**config.mk**
```make
export PLATFORM = sky130hd
export DESIGN_NAME = uart_cmd_parser
export DESIGN_NICKNAME = d
export VERILOG_FILES = /design/src/rtl/uart_cmd_pkg.sv /design/src/rtl/cmd_line_buffer.sv /design/src/rtl/uart_cmd_parser.sv
export SDC_FILE = /design/constraint.sdc
export NUM_CORES = 1
export LEC_CHECK = 0
export ABC_AREA = 1
export BUFFER_PORTS_ARGS = -buffer_cell sky130_fd_sc_hd__buf_2
export CAP_MARGIN = 20
export CORE_ASPECT_RATIO = 1.2
export CORE_MARGIN = 2
export CORE_UTILIZATION = 45
export CTS_BUF_LIST = sky130_fd_sc_hd__clkbuf_4 sky130_fd_sc_hd__clkbuf_8
export DETAILED_ROUTE_END_ITERATION = 8
export GPL_TIMING_DRIVEN = 0
export PLACE_DENSITY = 0.59
export SLEW_MARGIN = 40
export SYNTH_ARGS = -nofsm -noshare
export SYNTH_HDL_FRONTEND = slang
export SYNTH_SLANG_ARGS = --single-unit
```
**constraint.sdc**
```tcl
create_clock -name clk -period 3.4 [get_ports clk]
set_input_delay 0.51 -clock clk [delete_from_list [all_inputs] [get_ports clk]]
set_output_delay 0.51 -clock clk [all_outputs]
set_load 0.02 [all_outputs]
```
**src/rtl/uart_cmd_pkg.sv**
```systemverilog
`default_nettype none
// ============================================================================
// Module      : uart_cmd_pkg
// Description : Shared types and constants for the UART command line parser:
//               handshake FSM states, ASCII classification bounds, the
//               command strings with their lengths and the command-code enum.
// Revision    : 1.0 - initial release
// ============================================================================
package uart_cmd_pkg;

    // Handshake FSM: S_IDLE issues the FIFO read, S_DATA consumes the byte.
    typedef enum logic [0:0] {
        S_IDLE = 1'b0,
        S_DATA = 1'b1
    } state_t;

    // Result of matching the buffered line against the known commands.
    typedef enum logic [2:0] {
        CODE_NONE = 3'd0,
        CODE_RUN  = 3'd1,
        CODE_STOP = 3'd2,
        CODE_CLR  = 3'd3,
        CODE_ERR  = 3'd4
    } cmd_code_t;

    localparam logic [7:0] C_ASCII_CR  = 8'h0D;
    localparam logic [7:0] C_ASCII_LF  = 8'h0A;
    localparam logic [7:0] C_ASCII_BS  = 8'h08;
    localparam logic [7:0] C_PRINT_LO  = 8'h20;
    localparam logic [7:0] C_PRINT_HI  = 8'h7E;
    localparam logic [7:0] C_LOWER_A   = 8'h61;
    localparam logic [7:0] C_LOWER_Z   = 8'h7A;

    // Command strings, first character in the most significant byte.
    localparam logic [23:0] C_CMD_RUN  = "RUN";
    localparam logic [31:0] C_CMD_STOP = "STOP";
    localparam logic [23:0] C_CMD_CLR  = "CLR";
    localparam int          C_LEN_RUN  = 3;
    localparam int          C_LEN_STOP = 4;
    localparam int          C_LEN_CLR  = 3;

    // Lowercase letters map onto their uppercase counterparts; all other
    // byte values pass through unchanged.
    function automatic logic [7:0] fold_case(input logic [7:0] b);
        if ((b >= C_LOWER_A) && (b <= C_LOWER_Z)) begin
            return b - 8'h20;
        end
        return b;
    endfunction

endpackage
`default_nettype wire

```
**src/rtl/cmd_line_buffer.sv**
```systemverilog
`default_nettype none
// ============================================================================
// Module      : cmd_line_buffer
// Description : MAX_LEN x 8 line storage with length counter and overflow
//               flag. Supports append, backspace and clear, and presents a
//               combinational match of the current line against the command
//               set.
// Revision    : 1.0 - initial release
// Ports       : clk, rst      - clock, synchronous active-high reset
//               i_push/i_byte - append a printable byte (overflows if full)
//               i_bs          - remove the last character, if any
//               i_clear       - empty the line and clear overflow
//               o_busy        - line holds characters or overflow is set
//               o_code        - match result (RUN/STOP/CLR/ERR)
// ============================================================================
module cmd_line_buffer
    import uart_cmd_pkg::*;
#(
    parameter int MAX_LEN = 4
) (
    input  logic       clk,
    input  logic       rst,
    input  logic       i_push,
    input  logic [7:0] i_byte,
    input  logic       i_bs,
    input  logic       i_clear,
    output logic       o_busy,
    output cmd_code_t  o_code
);

    localparam int LEN_W = $clog2(MAX_LEN + 1);

    logic [7:0]       r_buf [MAX_LEN];
    logic [LEN_W-1:0] r_len;
    logic             r_ovf;

    always_ff @(posedge clk) begin
        if (rst) begin
            r_len <= '0;
            r_ovf <= 1'b0;
            for (int i = 0; i < MAX_LEN; i++) begin
                r_buf[i] <= '0;
            end
        end else if (i_clear) begin
            r_len <= '0;
            r_ovf <= 1'b0;
        end else if (i_push) begin
            if (r_len < LEN_W'(MAX_LEN)) begin
                // Write-enable decode keeps the index inside the array bounds.
                for (int i = 0; i < MAX_LEN; i++) begin
                    if (r_len == LEN_W'(i)) begin
                        r_buf[i] <= i_byte;
                    end
                end
                r_len <= r_len + LEN_W'(1);
            end else begin
                r_ovf <= 1'b1;
            end
        end else if (i_bs && (r_len != '0)) begin
            r_len <= r_len - LEN_W'(1);
        end
    end

    assign o_busy = (r_len != '0) || r_ovf;

    // Anything that is not an exact command (or an overflowed line) is an error.
    always_comb begin
        o_code = CODE_ERR;
        if (!r_ovf) begin
            if ((r_len == LEN_W'(C_LEN_RUN)) &&
                ({r_buf[0], r_buf[1], r_buf[2]} == C_CMD_RUN)) begin
                o_code = CODE_RUN;
            end else if ((r_len == LEN_W'(C_LEN_STOP)) &&
                ({r_buf[0], r_buf[1], r_buf[2], r_buf[3]} == C_CMD_STOP)) begin
                o_code = CODE_STOP;
            end else if ((r_len == LEN_W'(C_LEN_CLR)) &&
                ({r_buf[0], r_buf[1], r_buf[2]} == C_CMD_CLR)) begin
                o_code = CODE_CLR;
            end
        end
    end

endmodule
`default_nettype wire

```
**src/rtl/uart_cmd_parser.sv**
```systemverilog
`default_nettype none
// ============================================================================
// Module      : uart_cmd_parser
// Description : Pops bytes from the UART RX FIFO, assembles an ASCII line and
//               decodes RUN / STOP / CLR into single-cycle control pulses.
//               Unknown or over-long lines produce a one-cycle error pulse.
// Revision    : 1.0 - initial release
// Ports       : clk, reset           - clock, synchronous active-high reset
//               i_fifo_data/_empty   - RX FIFO read data (valid cycle after
//                                      rd_en) and empty flag
//               o_fifo_rd_en         - RX FIFO read strobe
//               o_run/stop/clr_pulse - accepted command pulses
//               o_err_pulse          - bad or over-long line
//               o_busy               - a partial line is buffered
// Config      : CMD_CASE_FOLD_EN - fold a..z to uppercase before buffering
// ============================================================================
module uart_cmd_parser
    import uart_cmd_pkg::*;
#(
    parameter int MAX_LEN = 4
) (
    input  logic       clk,
    input  logic       reset,
    input  logic [7:0] i_fifo_data,
    input  logic       i_fifo_empty,
    output logic       o_fifo_rd_en,
    output logic       o_run_pulse,
    output logic       o_stop_pulse,
    output logic       o_clr_pulse,
    output logic       o_err_pulse,
    output logic       o_busy
);

    state_t     r_state;
    state_t     w_state_next;
    logic       w_rd_en;
    logic       w_push;
    logic       w_bs;
    logic       w_eval;
    logic [7:0] w_byte;
    logic       w_busy;
    cmd_code_t  w_code;

    always_ff @(posedge clk) begin
        if (reset) begin
            r_state <= S_IDLE;
        end else begin
            r_state <= w_state_next;
        end
    end

    always_comb begin
        w_state_next = r_state;
        w_rd_en      = 1'b0;
        w_push       = 1'b0;
        w_bs         = 1'b0;
        w_eval       = 1'b0;
`ifdef CMD_CASE_FOLD_EN
        w_byte       = fold_case(i_fifo_data);
`else
        w_byte       = i_fifo_data;
`endif
        case (r_state)
            S_IDLE: begin
                w_rd_en = !i_fifo_empty;
                if (w_rd_en) begin
                    w_state_next = S_DATA;
                end
            end
            S_DATA: begin
                w_state_next = S_IDLE;
                if ((w_byte >= C_PRINT_LO) && (w_byte <= C_PRINT_HI)) begin
                    w_push = 1'b1;
                end else if (w_byte == C_ASCII_BS) begin
                    w_bs = 1'b1;
                end else if ((w_byte == C_ASCII_CR) || (w_byte == C_ASCII_LF)) begin
                    // An empty line (e.g. the LF of a CRLF) is absorbed silently.
                    w_eval = w_busy;
                end
            end
            default: begin
                w_state_next = S_IDLE;
            end
        endcase
    end

    // No FIFO pop while reset is held, so no byte is lost to a discarded read.
    assign o_fifo_rd_en = w_rd_en && !reset;

    cmd_line_buffer #(
        .MAX_LEN (MAX_LEN)
    ) u_line (
        .clk     (clk),
        .rst     (reset),
        .i_push  (w_push),
        .i_byte  (w_byte),
        .i_bs    (w_bs),
        .i_clear (w_eval),
        .o_busy  (w_busy),
        .o_code  (w_code)
    );

    // The buffer always returns exactly one code, so the pulses are exclusive.
    always_ff @(posedge clk) begin
        if (reset) begin
            o_run_pulse  <= 1'b0;
            o_stop_pulse <= 1'b0;
            o_clr_pulse  <= 1'b0;
            o_err_pulse  <= 1'b0;
        end else begin
            o_run_pulse  <= w_eval && (w_code == CODE_RUN);
            o_stop_pulse <= w_eval && (w_code == CODE_STOP);
            o_clr_pulse  <= w_eval && (w_code == CODE_CLR);
            o_err_pulse  <= w_eval && (w_code == CODE_ERR);
        end
    end

    assign o_busy = w_busy;

endmodule
`default_nettype wire

```
## Word-level counts from Yosys, hierarchy flattened

Memories as Yosys holds them, arrays and structs flattened.
Index checks and enable logic that the tools add are counted.

- Register bits: 9
- Memories kept: 1
- Bits in writable memories: 32

- Magnitude comparators: 3
- Muxes and demuxes: 49
- Bitwise operators: 6
- Add/subtract/negate cells: 2
- Eq/ne operators: 15
- Reduce and logical (&&, ||, !) cells: 20

Memory list:

| name | depth | width | read ports | clocked after Yosys merged registers in | write ports | line | text |
|---|---|---|---|---|---|---|---|
| u_line.r_buf | 4 | 8 | 4 | 0 | 4 | cmd_line_buffer.sv:33 | `logic [7:0] r_buf [MAX_LEN];` |

Operators with widths:

| operator | number |
|---|---|
| == test 24 x 23 -> 1 bit (second input constant) | 2 |
| two-way mux 1 bit | 37 |
| == test 32 x 31 -> 1 bit (second input constant) | 1 |
| two-way mux 8 bit | 4 |
| == test 8 x 4 -> 1 bit (second input constant) | 3 |
| two-way mux 3 bit | 7 |
| == test 3 x 2 -> 1 bit (second input constant) | 4 |
| logical AND 1 bit | 10 |
| >= comparator 8 x 6 -> 1 bit (second input constant) | 1 |
| less-or-equal comparator 8 x 7 -> 1 bit (second input constant) | 1 |
| == test 3 x 1 -> 1 bit (second input constant) | 2 |
| == test 3 bit (second input constant) | 2 |
| bitwise OR 1 bit | 4 |
| AND reduction 2 bit | 2 |
| adder 3 x 1 -> 3 bit (second input constant) | 1 |
| logical NOT 3 bit | 1 |
| < comparator 3 bit (second input constant) | 1 |
| nonzero test 3 bit | 1 |
| subtractor 3 x 1 -> 3 bit (second input constant) | 1 |
| logical NOT 1 bit | 2 |
| logical OR 1 bit | 2 |
| inequality test 2 bit (second input constant) | 1 |
| inverter 1 bit | 2 |
| one-hot mux 1 bit (2 select lines) | 1 |
| other kinds (2) | 2 |

## Logic depth before layout (Yosys ltp)

Gate-level depths: netlist of run 1.

- Word-level depth: 10
- Mapped depth: 10
- Depth with buffers taken out: 10

## Cells and area by module

Synthesis of run 1 repeated with hierarchy kept, for this count alone.

- Cells, all modules: 230
- Area, all modules: 2063.2 um2

By module, submodules not included:

| module | times used | area an instance (um2) | cells each | seq. area each (um2) |
|---|---|---|---|---|
| cmd_line_buffer | 1 | 1781.7 | 182 | 1041.0 |
| uart_cmd_parser | 1 | 281.5 | 48 | 100.1 |

## Least setup slack after synthesis of run 1

No wires, ideal clock.

- Kind: in2reg
- Start point: input i_fifo_data[5]
- End point: memory u_line.r_buf[0][0] (enable)
- Buffers on the path: 0
- Setup slack: 1.552 ns
- Data required time: 3.016 ns
- Arrival time: 1.464 ns
- Stages: 4
- Cells stage by stage: inv_2 a21oi_4 nand3_4 o21ai_0

RTL lines:

| element | line | text |
|---|---|---|
| from (decl) | uart_cmd_parser.sv:24 | `input logic [7:0] i_fifo_data,` |
| to (decl) | cmd_line_buffer.sv:33 |  |

## Worst setup path after layout of run 1

- Start point: register u_line.r_len[0]
- End point: output o_busy

- Cells in the longest elaborated chain, start to end: 2

Ends and longest elaborated chain:

| element | line | text |
|---|---|---|
| from (decl) | cmd_line_buffer.sv:34 | `logic [LEN_W-1:0] r_len;` |
| from (signal assigned) | cmd_line_buffer.sv:55 | `r_len <= r_len + LEN_W'(1);` |
| from (signal assigned) | cmd_line_buffer.sv:60 | `r_len <= r_len - LEN_W'(1);` |
| nonzero test 3 bit | cmd_line_buffer.sv:64 | `assign o_busy = (r_len != '0) \|\| r_ovf;` |
| logical OR 1 bit | cmd_line_buffer.sv:64 |  |
| to (decl) | uart_cmd_parser.sv:31 | `output logic o_busy` |

Every way passes these cells.

==> results of run 1 <==
logic make-up (layout without fill, tap and decap cells):
group	count (synthesis)	after routing	share of synthesized area
AOI/OAI and AO/OA	10	10	0.0341
xor gates and xnor gates	2	2	0.00869
adders and majority gates	7	7	0.0434
buffers and inverters	34	58	0.0658
DFF	41	41	0.566
other	1	4	0.00186
and+or+nand+nor	122	122	0.280
metal layers:
| metal | wire [um] | global-route usage |
|---|---|---|
| met1 | 1660 | 0.210 |
| met3 | 166 | 0.0377 |
| met4 | 79 | 0.0729 |
| met2 | 1740 | 0.260 |
| met5 | 0 | 0 |
cell usage in the layout (no fill, tap or decap), drive strengths merged:
cell and n:
a21oi 4, a31oi 1, and2 1, buf 16
clkbuf 6, clkinv 4, conb 4, dfxtp 9
edfxtp 32, ha 7, inv 32, nand2 38
nand3 16, nand3b 2, nand4 3, nor2 58
nor3 3, nor3b 1, o21ai 5, xnor2 1
xor2 1
path summary, 6_finish.rpt:
| kind | cells after the start | to |
|---|---|---|
| worst max-delay path | 6 | o_busy |
| worst min-delay path | 2 | r_state |
| worst max register to register | 4 | u_line.r_buf[0][6] |
| worst min register to register | 2 | o_err_pulse |
state kept, by name, summed over array words and instances (netlist names):
register and flops:
o_clr_pulse 1, o_err_pulse 1, o_run_pulse 1, o_stop_pulse 1, r_state 1, u_line.r_buf 32
u_line.r_len 3, u_line.r_ovf 1
synthesized netlist by cell type:
cell type and count:
a21oi_1 3, nor3b_1 1, inv_2 5, a31oi_2 1
conb_1 1, ha_1 7, o21ai_0 5, inv_1 27
a21oi_4 1, xor2_1 1, nor3_1 3, nor2_1 56
nand2_1 37, nand3_4 4, nand3_1 12, nand3b_1 2
nand2_4 1, clkinv_1 1, clkinv_4 1, nand4_1 3
nor2_2 2, and2_0 1, xnor2_1 1, dfxtp_1 9
edfxtp_1 32
power by group through the flow:
| stage | clock network [uW] | logic [uW] | registers (uW) |
|---|---|---|---|
| floorplan | 0 | 52.9 | 576 |
| global placement | 0 | 77.8 | 578 |
| detailed placement | 0 | 78.7 | 578 |
| CTS | 322 | 79.0 | 566 |
| global route | 346 | 87.2 | 568 |
| finish | 315 | 77.8 | 566 |
critical path, cell delays in order (launching register included):
cell,delay (ns)
dfxtp_1,0.35
inv_1,0.14
ha_1,0.28
nand2_1,0.14
nor2_2,0.13
inv_1,0.04
buf_2,0.15
area by class of cell:
| type | count | area (um^2) | area share |
|---|---|---|---|
| Inverter | 34 | 133 | 0.0586 |
| Tap cell | 56 | 70.1 | 0.0309 |
| Clock buffer | 6 | 76.3 | 0.0337 |
| Multi-Input combinational cell | 145 | 754 | 0.333 |
| Sequential cell | 41 | 1140 | 0.504 |
| Clock inverter | 2 | 10.0 | 0.00442 |
| Timing Repair Buffer | 16 | 80.1 | 0.0354 |
through the flow:
stage | power [uW] | hold WS [ns]
after global routing | 1000 | 0.370
final | 959 | 0.378
after global placement | 655 | 0.500
after CTS | 968 | 0.373
after detailed placement | 657 | 0.498
after floorplan | 629 | 0.468
==> results.ini, run 1 <==
[run_status]
outcome=completed

[critical_path]
crit_type=flip-flop to output port
critical_path.max_fanout=4
arrival_ns=1.52
cp.required_ns=2.89
worstSetupStartpointType=flip-flop
setup.worst_path.start=u_line.r_len[0]
worstReg2RegStart=u_line.r_len[0]
r2r_slack_ns=1.52
cp-end-kind=output port

[placed_design]
dp_hpwl_um=2810
io_buffers=16
gp_congestion=0.798
dp.cells=292
dpl_cell_area_um2=2180
dpl_worst_slack_ns=1.41

[finish]
n_antenna_cell=0
drive_gt1_frac=0.160
final_core_util=0.527
n_fill_cell=435
fin_area_um2=2260
area_growth_pct=12.3
instances_no_fill=300
nets=261

[power_and_ir_drop]
powerDensity_nw_per_um2=423
peakVddDrop_mv=0.207
swShare=0.237
p_int_uw=731
pwr-share-seq=0.591
combPwrFrac=0.081
p_leak_uw=0.000988
power.switching_uw=228
clkPwrFrac=0.328

[detailed_routing]
wirelength_um=3640
routedWlPerCell_um=12.1
num_vias=1415
ant_nets=0
vias_per_cell=4.72
initialDrtViolationCount=92
drc=0
first_pass_iters=4

[logic_synthesis]
avgSynthCellArea_um2=9.29
ys_ff_latch=41
synth_top_area_frac=0.476
synth_cell_types=25
synthTopCellsByArea=edfxtp_1 (48%), nor2_1 (10%), dfxtp_1 (8.9%)
ys_seq_area_frac=0.566
yosysWarnings=0
synth_cells=217
yosysTopAreaCell=edfxtp_1
netlist_area_um2=2020

[cts]
cts_hold_buf=0
clockBufferDepth=2
cts_root_buf=clkbuf_8
numClockSinks=41
cts_tree=built
ctsResizeCount=0
clk_pin_slew_ns=0.08
clkLatencyLatePin_ns=0.29
post_cts_buffers=0
htreeDepth=2
cts_buffers=5

[global_route]
grt_use_total=0.163
grt_pass1_wl_um=6130
grt.overflow.total=0
grt_pass1_vias=1335
grt_max_degree=13
antenna_found_initial=0

[floorplanning]
core_region_area_um2=4290
chipHeight_um=77.3
rows=26
ios=17
die_area_um2=5040
start_util=0.470
dieWidth_um=65.1

[sta]
max_freq_ghz=0.493
fin_tns_setup_ns=0
period_needed_ns=2.03
skew_ns=0.00727
max_slew.worst_pin.slew_ns=0.733
hold_viol=0
setup_viol=0
max-slew-margin-rel=0.508
layout_worst_path_cycle_share=0.597
worst_slack_ns=1.37
slew_violations=0
rsz0062_at_grt=no

[worst_hold_path]
min_from=i_fifo_empty
hp-class=primary input to flip-flop

[run]
cap_violations=0

(Power assumes the default switching activity.)
==> run 2: changes to the inputs <==
Clock period 3.4 ns to 1.9 ns, I/O delays scaled along.
==> run 2 against run 1 <==
Sequential cell count unchanged. Sequential share of layout area fell by 0.36 points. Wire length up 1.0%. Final cell count did not move. Combinational power rose by 85%. Critical path depth unchanged. Die area did not move. Register-to-register slack lost 1.2 ns. Clock skew about the same. Critical endpoint unchanged.
==> results.ini, run 2 (synthesis results as in run 1) <==
[run_status]
outcome=completed

[critical_path]
cp-end-kind=output port
worstSetupStartpointType=flip-flop
crit_top_cell=inv_1
critical_path.max_fanout=4  ; unchanged
cp_cell_sequence=inv_1, ha_4, nand2_1, nor2_2, inv_1, buf_2
critPathBufInv=3  ; unchanged
arrival_ns=1.46  ; -0.06 ns
cp.required_ns=1.62  ; -1.27 ns
cp_top_family=buffers and inverters
slowest_stage=dfxtp_1
crit_type=flip-flop to output port
max_stage_delay_ns=0.35  ; about the same

[power_and_ir_drop]
p_leak_uw=0.000991  ; +0.24%
total_power_uw=1730  ; +80%
pwr-share-seq=0.587  ; -0.004
clkPwrFrac=0.329  ; about the same
combPwrFrac=0.084  ; +0.003
powerDensity_nw_per_um2=756  ; +79%
swShare=0.240  ; +0.00235
power.switching_uw=414  ; +82%
peakVddDrop_mv=0.358  ; +73%
p_int_uw=1310  ; +79%

[sta]
slew_violations=0  ; unchanged
setup_viol=0  ; unchanged
layout_worst_path_cycle_share=0.917
hold_viol=0  ; unchanged
period_needed_ns=1.74
skew_ns=0.00764  ; +0.000367 ns
max_freq_ghz=0.574
rsz0062_at_grt=no

[detailed_routing]
routedWlPerCell_um=12.3  ; +1.0%
vias_per_cell=4.74  ; +0.42%
drc=0  ; unchanged
ant_nets=0  ; unchanged
wirelength_um=3680  ; +1.0%
initialDrtViolationCount=94  ; +2.2%
first_pass_iters=4  ; unchanged
num_vias=1421  ; +0.42%

[finish]
n_fill_cell=433  ; -0.46%
area_growth_pct=13.1
mostFrequentLayoutCells=nor2_1 (56), nand2_1 (37), edfxtp_1 (32)
layout_commonest_cell=nor2_1
reg_top3=u_line.r_buf (32), u_line.r_len (3)
n_antenna_cell=0  ; unchanged
regMostFlops=u_line.r_buf
drive_gt1_frac=0.168  ; +0.00820
instances_no_fill=300  ; unchanged
largest_reg_flops=32  ; unchanged
nets=261  ; unchanged

[floorplanning]
die_area_um2=5040  ; unchanged
rows=26  ; unchanged
dieWidth_um=65.1  ; unchanged
ios=17  ; unchanged
start_util=0.470  ; unchanged
core_region_area_um2=4290  ; unchanged
chipHeight_um=77.3  ; unchanged

[cts]
ctsResizeCount=0  ; unchanged
cts_buffers=5  ; unchanged
clockBufferDepth=2  ; unchanged
post_cts_buffers=0  ; unchanged
cts_tree=built
numClockSinks=41  ; unchanged
htreeDepth=2  ; unchanged
cts_root_buf=clkbuf_8
cts_hold_buf=0  ; unchanged
clkLatencyLatePin_ns=0.29  ; about the same
clk_pin_slew_ns=0.08  ; about the same

[global_route]
grt.overflow.total=0  ; unchanged
gr-usage-met3=0.0377  ; unchanged
antenna_found_initial=0  ; unchanged
grt_busiest_layer=met2
grt_pass1_vias=1335  ; unchanged
grt_use_total=0.163  ; unchanged
met1_usage=0.210  ; unchanged
use_met2=0.260  ; unchanged
grt_max_degree=13  ; unchanged
grt_pass1_wl_um=6130  ; unchanged

[worst_hold_path]
hp-class=primary input to flip-flop

[placed_design]
dp.cells=292  ; unchanged
dp_hpwl_um=2810  ; unchanged
io_buffers=16  ; unchanged
gp_congestion=0.798  ; unchanged

[run]
cap_violations=0  ; unchanged

## run 2: cell count changes in the layout (fill, tap and decap cells not counted)
cell,delta
o21ai_1,-1
o21ai_2,+1
ha_1,-1
ha_4,+1
## run 2: per-stage QoR
step            util  hold WS, ns  worst slack, ns  setup TNS [ns]  cell area [um^2]
2_1_floorplan      -        0.356            0.103               0              2030
3_3_place_gp   0.507        0.458           -0.229           -1.83              2180
3_5_place_dp   0.507        0.463           0.0491               0              2180
4_1_cts        0.527        0.148           0.0339               0              2260
5_1_grt        0.531        0.145          0.00577               0              2280
6_report       0.531        0.152            0.158               0              2280
## run 2: metal layers
layer  vias up  wire length [um]
li1        742                 -
met4         0                82
met1       643              1670
met5         -                 0
met3        10               152
met2        26              1770
## run 2: power groups by stage
stage / Sequential (uW) / Combinational [uW] / Clock, uW
2_1_floorplan: 1030 / 94.7 / 0
3_3_place_gp: 1030 / 139 / 0
3_5_place_dp: 1030 / 141 / 0
4_1_cts: 1010 / 141 / 577
5_1_grt: 1020 / 162 / 620
6_report: 1010 / 144 / 568
## run 2: area by class of cell
type / instances / area (um^2) / area share
well taps: 56 / 70.1 / 0.0307
repair buffers: 16 / 80.1 / 0.0351
clock inverters: 2 / 10.0 / 0.00439
inverters: 34 / 133 / 0.0581
clock buffers: 6 / 76.3 / 0.0335
flip-flops and latches: 41 / 1140 / 0.500
multi-input cells: 145 / 771 / 0.338
## run 2: worst paths after layout
check | start | endpoint | slack, ns | cells past startpoint
max | u_line.r_len[0] | o_busy | 0.16 | 6
min | i_fifo_empty | r_state | 0.15 | 2
max reg2reg | u_line.r_len[0] | u_line.r_buf[0][6] | 0.32 | 4
min reg2reg | u_line.r_ovf | o_err_pulse | 0.51 | 2
==> run 3: changes to the inputs <==
Settings changed: CORE_ASPECT_RATIO 1.2 to 0.8, CTS_CLUSTER_DIAMETER from default to 50, SLEW_MARGIN 40 to default.
==> run 3 against run 2 <==
Clock skew is 0.0023 ns lower. Clock-buffer cell count shrank 1. Fmax shrank 1.4%. Sequential power about the same. Core utilization increased by 0.91 points. Critical path depth stayed put. Register-to-register slack worse by 0.04 ns. Cell area increased by 0.82%. Worst hold slack better by 0.0030 ns. Critical endpoint unchanged.
==> results.ini, run 3 (synthesis results as in run 1) <==
[run_status]
outcome=completed

[cts]
cts_root_buf=clkbuf_8
cts_buffers=5  ; unchanged
numClockSinks=41  ; unchanged
cts_tree=built
cts_hold_buf=0  ; unchanged
htreeDepth=2  ; unchanged
clk_pin_slew_ns=0.08  ; about the same
clkLatencyLatePin_ns=0.29  ; about the same
post_cts_buffers=0  ; unchanged
clockBufferDepth=2  ; unchanged

[power_and_ir_drop]
p_leak_uw=0.000999  ; +0.81%
peakVddDrop_mv=0.384  ; +7.3%
total_power_uw=1860  ; +7.6%
powerDensity_nw_per_um2=807  ; +6.7%

[sta]
hold_viol=0  ; unchanged
skew_ns=0.00529  ; -0.00234 ns
max_freq_ghz=0.566  ; -1.4%
rsz0062_at_grt=no
period_needed_ns=1.77  ; +0.0245 ns
layout_worst_path_cycle_share=0.930  ; +0.0129
slew_violations=0  ; unchanged
setup_viol=0  ; unchanged

[critical_path]
critical_path.max_fanout=4  ; unchanged
critPathCapture=o_busy
arrival_ns=1.48  ; +0.02 ns
setup.worst_path.start=u_line.r_len[0]
cp-end-kind=output port
crit_type=flip-flop to output port
r2r-end=u_line.r_buf[0][4]
r2r_slack_ns=0.28  ; -0.04 ns
ff2ff_path_depth=4  ; unchanged
cp.required_ns=1.62  ; about the same
worstReg2RegStart=u_line.r_len[0]
worstSetupStartpointType=flip-flop

[floorplanning]
chipHeight_um=63.9  ; -17%
core_region_area_um2=4260  ; -0.87%
dieWidth_um=78.9  ; +21%
ios=17  ; unchanged
start_util=0.474  ; +0.00414
rows=21  ; -19%
die_area_um2=5040  ; about the same

[detailed_routing]
wirelength_um=3660  ; -0.54%
routedWlPerCell_um=12.2  ; -0.87%
first_pass_iters=4  ; unchanged
drc=0  ; unchanged
ant_nets=0  ; unchanged
initialDrtViolationCount=71  ; -24%
vias_per_cell=4.64  ; -2.0%
num_vias=1397  ; -1.7%

[placed_design]
dp_hpwl_um=2700  ; -3.9%
gp_congestion=0.858  ; +7.5%
io_buffers=16  ; unchanged

[run]
cap_violations=0  ; unchanged

[global_route]
grt_busiest_layer=met1
grt.overflow.total=0  ; unchanged
grt_max_degree=15  ; +2
grt_use_total=0.163  ; +0.000467
grt_pass1_vias=1294  ; -3.1%
use_met2=0.231  ; -0.0290
grt_pass1_wl_um=6000  ; -2.2%
gr-usage-met3=0.0551  ; +0.0174
met1_usage=0.231  ; +0.0209
antenna_found_initial=0  ; unchanged

[finish]
mostFrequentLayoutCells=nor2_1 (56), nand2_1 (37), edfxtp_1 (32)
n_fill_cell=407  ; -6.0%
regMostFlops=u_line.r_buf
area_growth_pct=14.0
drive_gt1_frac=0.168  ; unchanged
final_core_util=0.540  ; +0.00909
layout_commonest_cell=nor2_1
nets=261  ; unchanged
n_antenna_cell=0  ; unchanged
reg_top3=u_line.r_buf (32), u_line.r_len (3)
largest_reg_flops=32  ; unchanged

[worst_hold_path]
hp-class=primary input to flip-flop
holdPathStages=2  ; unchanged

==> run 3: cell count changes in the layout (fill, tap and decap cells not counted) <==
cell       before  now
clkbuf_4        1    0
inv_4           0    1
ha_2            0    1
bufinv_16       0    1
ha_4            1    0
clkinv_2        2    0
clkinv_4        1    2
==> run 3: stage by stage <==
step	setup TNS (ns)	worst slack, ns	hold slack (ns)	instances	cell area [um^2]
final	0	0.133	0.155	301	2300
after global routing	0	0.00422	0.155	301	2300
after CTS	0	0.0502	0.145	301	2290
after detailed placement	-1.97	-0.246	0.463	293	2180
after global placement	-2.04	-0.255	0.457	293	2180
after floorplan	0	0.103	0.356	220	2030
==> run 3: worst min path at each step <==
stage                            start      end  slack [ns]
final                     i_fifo_empty  r_state        0.15
after global routing      i_fifo_empty  r_state        0.16
after CTS                 i_fifo_empty  r_state        0.15
after detailed placement  i_fifo_empty  r_state        0.46
after global placement    i_fifo_empty  r_state        0.46
after floorplan           i_fifo_empty  r_state        0.36
==> run 3: area by class of cell <==
type / instances / area (um^2) / area share
clock buffers: 5 / 68.8 / 0.0299
clock inverters: 3 / 45.0 / 0.0196
inverters: 34 / 133 / 0.0577
multi-input cells: 145 / 761 / 0.331
flip-flops and latches: 41 / 1140 / 0.496
well taps: 57 / 71.3 / 0.0310
repair buffers: 16 / 80.1 / 0.0348
==> run 3: what timing repair did <==
action                     CTS  global route
pin swaps                    0             0
gates resized for setup      1             2
cloned                       0             0
setup endpoints to repair    8             9
==> run 3: layer usage <==
metal,part of all wire,vias up
li1,-,742
met1,0.47,604
met2,0.43,42
met3,0.083,9
met4,0.017,0
met5,0,-
==> run 3: where the power goes <==
part / switching, uW / internal, uW
clock: 310 / 394
sequential: 15.3 / 998
combinational: 97.7 / 41.8
==> run 3: worst max-delay path: stages (launching register included) <==
cell	delay [ns]
dfxtp_1	0.35
inv_1	0.13
ha_2	0.24
nand2_1	0.13
nor2_2	0.14
inv_1	0.05
buf_2	0.15
